## src/rtl/fifo_pkg.sv

```systemverilog
// Shared constants for the FIFO write/read arbitration controller.
package fifo_pkg;

  localparam int DW     = 8;                  // requester / FIFO data width
  localparam int DEPTH  = 16;                 // FIFO entries (2**pointer width)
  localparam int CW     = $clog2(DEPTH + 1);  // occupancy count width, holds 0..DEPTH
  localparam int RD_LAT = 1;                  // fifo_rd to FIFO dout valid, in cycles

  // Encoding of the round-robin "last winner" register.
  localparam logic REQ0 = 1'b0;
  localparam logic REQ1 = 1'b1;

  // Occupancy after one edge: a lone write adds one, a lone read removes one.
  function automatic logic [CW-1:0] count_step(input logic [CW-1:0] cnt,
                                               input logic          wr,
                                               input logic          rd);
    logic [CW-1:0] res;
    res = cnt;
    if (wr && !rd) begin
      res = cnt + CW'(1);
    end else if (rd && !wr) begin
      res = cnt - CW'(1);
    end
    return res;
  endfunction

endpackage

```

## src/rtl/rr_arb2.sv

```systemverilog
// Two-way round-robin arbiter: one-hot winner among eligible requesters,
// preferring the one that did not win the last contended round.
module rr_arb2
  import fifo_pkg::*;
(
  input  logic       clk,
  input  logic       rst,
  input  logic [1:0] elig,
  input  logic       en,
  output logic [1:0] win,
  output logic       rr_last
);

  logic rr_last_reg;
  logic rr_last_next;

  // Winner selection; rr_last only moves when both requesters contend.
  always_comb begin
    win          = 2'b00;
    rr_last_next = rr_last_reg;
    if (en) begin
      case (elig)
        2'b01: win = 2'b01;
        2'b10: win = 2'b10;
        2'b11: begin
          if (rr_last_reg == REQ0) begin
            win          = 2'b10;
            rr_last_next = REQ1;
          end else begin
            win          = 2'b01;
            rr_last_next = REQ0;
          end
        end
        default: win = 2'b00;
      endcase
    end
  end

  // Last-winner register; resets to REQ1 so requester 0 wins first.
  always_ff @(posedge clk) begin
    if (rst) begin
      rr_last_reg <= REQ1;
    end else begin
      rr_last_reg <= rr_last_next;
    end
  end

  assign rr_last = rr_last_reg;

endmodule

```

## src/rtl/fifo_arb_ctrl.sv

```systemverilog
// Arbitrates two write requesters and one reader onto a shared 16-entry FIFO,
// tracking occupancy internally because the FIFO exposes no full/empty flags.
module fifo_arb_ctrl
  import fifo_pkg::*;
(
  input  logic          clk,
  input  logic          rst,
  input  logic          req0,
  input  logic [DW-1:0] din0,
  output logic          gnt0,
  input  logic          req1,
  input  logic [DW-1:0] din1,
  output logic          gnt1,
  input  logic          rd_req,
  output logic          rd_gnt,
  output logic          rd_vld,
  output logic          fifo_wr,
  output logic [DW-1:0] fifo_din,
  output logic          fifo_rd,
  output logic [CW-1:0] count,
  output logic          full,
  output logic          empty
);

  localparam logic [CW-1:0] FULL_CNT = CW'(DEPTH);

  logic          gnt0_reg;
  logic          gnt1_reg;
  logic          rd_gnt_reg;
  logic          fifo_wr_reg;
  logic          fifo_rd_reg;
  logic [DW-1:0] fifo_din_reg;
  logic [CW-1:0] count_reg;
  logic [CW-1:0] count_next;

  logic [RD_LAT-1:0] vld_pipe_reg;
  logic [RD_LAT-1:0] vld_pipe_next;

  logic [1:0] elig;
  logic [1:0] win;
  logic       wr_acc;
  logic       rd_acc;
  logic       rr_last;
  logic       unused_rr_last;

  // A requester whose grant is currently visible sits out one edge so the
  // same held data is never sampled twice.
  assign elig   = {req1 & ~gnt1_reg, req0 & ~gnt0_reg};
  assign wr_acc = (|elig) && (count_reg != FULL_CNT);
  assign rd_acc = rd_req && !rd_gnt_reg && (count_reg != '0);

  rr_arb2 u_arb (
    .clk     (clk),
    .rst     (rst),
    .elig    (elig),
    .en      (wr_acc),
    .win     (win),
    .rr_last (rr_last)
  );

  // The arbiter history is only of diagnostic interest at this level.
  assign unused_rr_last = rr_last;

  // Occupancy follows the accepts decided at this same edge.
  always_comb begin
    count_next = count_step(count_reg, wr_acc, rd_acc);
  end

  // rd_vld delay line: stage 0 takes fifo_rd, later stages shift along.
  assign vld_pipe_next[0] = fifo_rd_reg;
  generate
    for (genvar gi = 1; gi < RD_LAT; gi++) begin : g_vld_pipe
      assign vld_pipe_next[gi] = vld_pipe_reg[gi-1];
    end
  endgenerate

  // Registered grants, FIFO strobes, write data and occupancy.
  always_ff @(posedge clk) begin
    if (rst) begin
      gnt0_reg     <= 1'b0;
      gnt1_reg     <= 1'b0;
      rd_gnt_reg   <= 1'b0;
      fifo_wr_reg  <= 1'b0;
      fifo_rd_reg  <= 1'b0;
      fifo_din_reg <= '0;
      count_reg    <= '0;
      vld_pipe_reg <= '0;
    end else begin
      gnt0_reg     <= win[0];
      gnt1_reg     <= win[1];
      fifo_wr_reg  <= wr_acc;
      fifo_rd_reg  <= rd_acc;
      rd_gnt_reg   <= rd_acc;
      count_reg    <= count_next;
      vld_pipe_reg <= vld_pipe_next;
      if (wr_acc) begin
        fifo_din_reg <= win[1] ? din1 : din0;
      end
    end
  end

  assign gnt0     = gnt0_reg;
  assign gnt1     = gnt1_reg;
  assign rd_gnt   = rd_gnt_reg;
  assign fifo_wr  = fifo_wr_reg;
  assign fifo_rd  = fifo_rd_reg;
  assign fifo_din = fifo_din_reg;
  assign rd_vld   = vld_pipe_reg[RD_LAT-1];
  assign count    = count_reg;
  assign full     = (count_reg == FULL_CNT);
  assign empty    = (count_reg == '0);

endmodule

```

## config.mk

```make
export PLATFORM = sky130hd
export DESIGN_NAME = fifo_arb_ctrl
export DESIGN_NICKNAME = d
export VERILOG_FILES = /design/src/rtl/fifo_pkg.sv /design/src/rtl/rr_arb2.sv /design/src/rtl/fifo_arb_ctrl.sv
export SDC_FILE = /design/constraint.sdc
export NUM_CORES = 1
export LEC_CHECK = 0
export ABC_CLOCK_PERIOD_IN_PS = 3100
export BUFFER_PORTS_ARGS = -buffer_cell sky130_fd_sc_hd__buf_2
export CORE_ASPECT_RATIO = 0.8
export CORE_MARGIN = 2
export CORE_UTILIZATION = 46
export CTS_CLUSTER_DIAMETER = 120
export DETAILED_ROUTE_END_ITERATION = 8
export MAX_ROUTING_LAYER = met4
export PLACE_DENSITY = 0.88
export REMOVE_ABC_BUFFERS = 1
export SLEW_MARGIN = 30
export SYNTH_ARGS = -nofsm -noshare
export SYNTH_HDL_FRONTEND = slang
export SYNTH_SLANG_ARGS = --single-unit
```

## constraint.sdc

```tcl
create_clock -name clk -period 3.1 [get_ports clk]
set_clock_uncertainty 0.15 [all_clocks]
set_input_delay 0.155 -clock clk [delete_from_list [all_inputs] [get_ports clk]]
set_output_delay 0.155 -clock clk [all_outputs]
set_load 0.005 [all_outputs]
```

==> results summary <==
The flow ran to the end, and the final reports show no timing, DRC or antenna violations. The data required time at the worst endpoint came out at 3.15 ns. By startpoint and endpoint, the worst setup path is classified as register to register.

The cell at the root of the clock tree is clkbuf_4. Once layout is done, the placed cells without fillers occupy 0.001224 mm^2. The setup TNS came out at 0 ns. The count of buffers inserted at the top-level ports is 41. The register clock-pin slew on the reported worst setup and hold paths came out at 0.12 ns.

The fraction of post-synthesis cell area in the top cell type by area came out at 0.3902. The depth of the worst register-to-register path came out at 10. The total power density per cell area is 819.7 mW/mm^2. The share of total power dissipated in combinational logic is 0.504. The design internal power came out at 0.0006004 W. The worst voltage drop across the vdd grid is around 0.46 mV. The top-level port count came out at 42.

No sink is reached through more buffers than the 2 on the longest clock path. The largest net degree at the start of global routing is 23. The wire length of the first global-routing pass is 3974 um. The share of total power dissipated in the clock network is 0.130.

The utilization after layout is 0.6293. The number of sinks driven by the clock tree came out at 19. The total global routing overflow is 0. The number of stages on the worst hold path came out at 3. The post-synthesis sequential element count is 19. The number of detailed-route iterations in the first pass came out at 4. The area enclosed by the die boundary is 0.002505 mm^2. STA puts the critical path data arrival time at 2.96 ns. The via count came out at 914. The number of maximum-capacitance violations is 0.

The register with the most flip-flops in the layout has 8 of them. From bottom edge to top edge, the die measures ~45 um. Of the total power, the share spent switching nets is 0.4014. The placement-stage cell area is 0.001171 mm^2. The share of total power dissipated in sequential elements is 0.366. The core box area came out at 0.001944 mm^2.

The upper clock frequency limit is 0.3439 GHz. The launch instance of the worst min-delay path is din0[1]. Buffers inserted to repair hold after CTS numbered 0. The die is 55.47 um wide. After detailed routing, the number of remaining DRC violations is 0. The cell type with the highest aggregate area in the netlist is dfxtp_1. The wire length reported by the detailed router is 2400 um. The final layout net count came out at 168. The all-layer global routing usage came out at 0.2096. For hold timing, the worst endpoint is fifo_din[1]. In the final routed layout, each cell accounts on average for approximately 15 um. 0 antenna diodes ended up in the layout.

In the post-synthesis netlist, the biggest area contributors are dfxtp_1 (39%), a211oi_2 (10%), a21oi_1 (5.6%). The vias per cell is 5.539. The routability congestion estimate from global placement is 0.9461. The number of failing hold endpoints at the final stage came to 0. The reg-to-reg endpoint is count[3].

The number of distinct standard cells referenced by the synthesized netlist came out at 34. The minimum period implied by the final worst setup slack is about 2.9 ns. Once detail routing completed, the nets flagged for antenna violations numbered 0.

The headroom to the max-slew limit came out at 0.7019. STA classifies the critical path startpoint as a register. The number of standard-cell rows in the floorplan is 14. The top cell types in the final layout, fill and taps aside, are buf_2 (41), dfxtp_1 (17), a21oi_1 (11). The net switching power came out at 0.0004026 W.

TritonCTS built the clock tree. The mean instance size in the synthesized netlist is 9.845 um^2. The number of antenna violations at the first check in global routing came to 0. The number of endpoints failing setup at the final stage is 0. The violation count after the first detailed-routing iteration came out at 17. At the later pin of the worst-skew pair, clock insertion delay measures 0.30 ns.

The CTS buffer count came out at 3. The launch point of the worst reg-to-reg path is count[3]. The leading cell type in the layout, fill and taps excluded is buf_2. STA classifies the critical path endpoint as a register.

The worst-case register-to-register setup slack is 0.19 ns. The share of the clock period used by the worst path is 0.9381. The share of post-route cells with drive strength above 1 is 0.4539.

The leakage power of the design came out at 0.5909 nW. Setup repair after global routing left no endpoint under its margin. The number of max-slew violations in the final report is 0. The maximum level of the CTS H-tree came out at 1. The path category of the worst min-delay check is input port to register.

The number of synthesis warnings came out at 0. Of all nets on the critical path, the largest fanout is 5. The area added between synthesis and finish came out at 25.55%. The starting density of the core came out at 0.5013. The number of global-route vias before repair is 894. The slew of the pin with the lowest slew margin came out at 0.4472 ns. The half-perimeter wire length of the detailed placement result came out at 1696 um. The share of the Yosys chip area taken by registers is 0.3902. The cell count after synthesis is 99. The area of the mapped netlist is 974.7 um^2.
[cell type report]
type | instances | area (um^2)
clock inverters | 1 | 5.005
repair buffers | 44 | 227.7
multi-input cells | 71 | 544.3
flip-flops and latches | 19 | 382.9
well taps | 24 | 30.03
inverters | 3 | 11.26
clock buffers | 3 | 22.52
fillers | 173 | 720.7
[power by group through the flow]
stage / logic (W) / registers [W] / clock network [W]
floorplan: 0.000335 / 0.000366 / 0
global placement: 0.000466 / 0.000364 / 0
detailed placement: 0.000484 / 0.000368 / 0
CTS: 0.000491 / 0.000363 / 0.000128
global route: 0.000565 / 0.000375 / 0.000137
finish: 0.000505 / 0.000367 / 0.000131
[cell families (layout without fill, tap and decap cells)]
group,count (synthesis),count (layout),share of synthesized area
adder cells (fa/ha/maj),5,5,0.07189
flip-flops,19,19,0.3902
XOR/XNOR,3,3,0.02696
AO/OA/AOI/OAI,33,33,0.2580
buffers and inverters,9,51,0.05134
multiplexers,2,2,0.02182
AND/OR/NAND/NOR,28,28,0.1797
[repair_timing]
| action | 4_1_cts | 5_1_grt |
|---|---|---|
| setup buffers | 0 | 3 |
| resized for setup | 0 | 2 |
| setup endpoints to repair | 0 | 1 |
[synth_stat cells]
cell type  instances
a211oi_1           2
nand2_4            1
a21oi_1           11
nor4_4             1
inv_1              3
clkbuf_2           1
ha_1               4
o21ai_2            1
a21o_1             1
o22ai_1            8
or3_1              1
nor2b_1            3
or3b_4             1
and2b_1            1
nand2b_1           3
buf_2              3
xnor2_1            2
mux2i_1            1
buf_6              1
fa_1               1
nor4bb_1           1
mux2_2             1
dfxtp_1           19
nor3b_1            1
a21o_2             1
nor2_1             8
nand3_1            1
nor4_1             1
xor2_1             1
a31oi_1            1
nand2_1            3
nor3_1             2
buf_4              1
a211oi_2           8
[critical path, stage by stage, from the launching register on]
cell and delay, ns:
dfxtp_1 0.46, nor4_4 0.09, and2b_1 0.18, or3b_4 0.38
ha_1 0.23, inv_1 0.17, ha_1 0.26, a21o_2 0.21
a21oi_1 0.21, nor4_1 0.08, or3_1 0.38
[worst max path at each step]
stage                     startpoint        to  slack (ns)  cells past startpoint
after floorplan             count[0]  count[4]        0.38                     10
after detailed placement    count[0]  count[3]        0.16                     10
after global routing        count[3]  count[4]        0.03                     10
final                       count[3]  count[3]        0.19                     10
after global placement      count[0]  count[4]        0.32                     10
after CTS                   count[0]  count[3]        0.15                     10
[metrics by stage]
step	total power [W]	hold slack [ns]	setup slack (ns)	cells
2_1_floorplan	0.0007009	0.06965	0.3842	93
3_3_place_gp	0.0008292	0.3307	0.3194	158
3_5_place_dp	0.0008528	0.3383	0.1605	158
4_1_cts	0.0009824	0.06493	0.1531	162
5_1_grt	0.001077	0.07150	0.03468	165
6_report	0.001003	0.05949	0.1919	165
[routing by layer]
layer	vias to the layer above	global-route usage	part of all wire
met4	0	0.08780	0.012
met3	4	0.03725	0.073
met2	41	0.3405	0.48
li1	446	-	-
met5	-	-	0
met1	423	0.2628	0.44
Power figures use the tool's default switching activity.
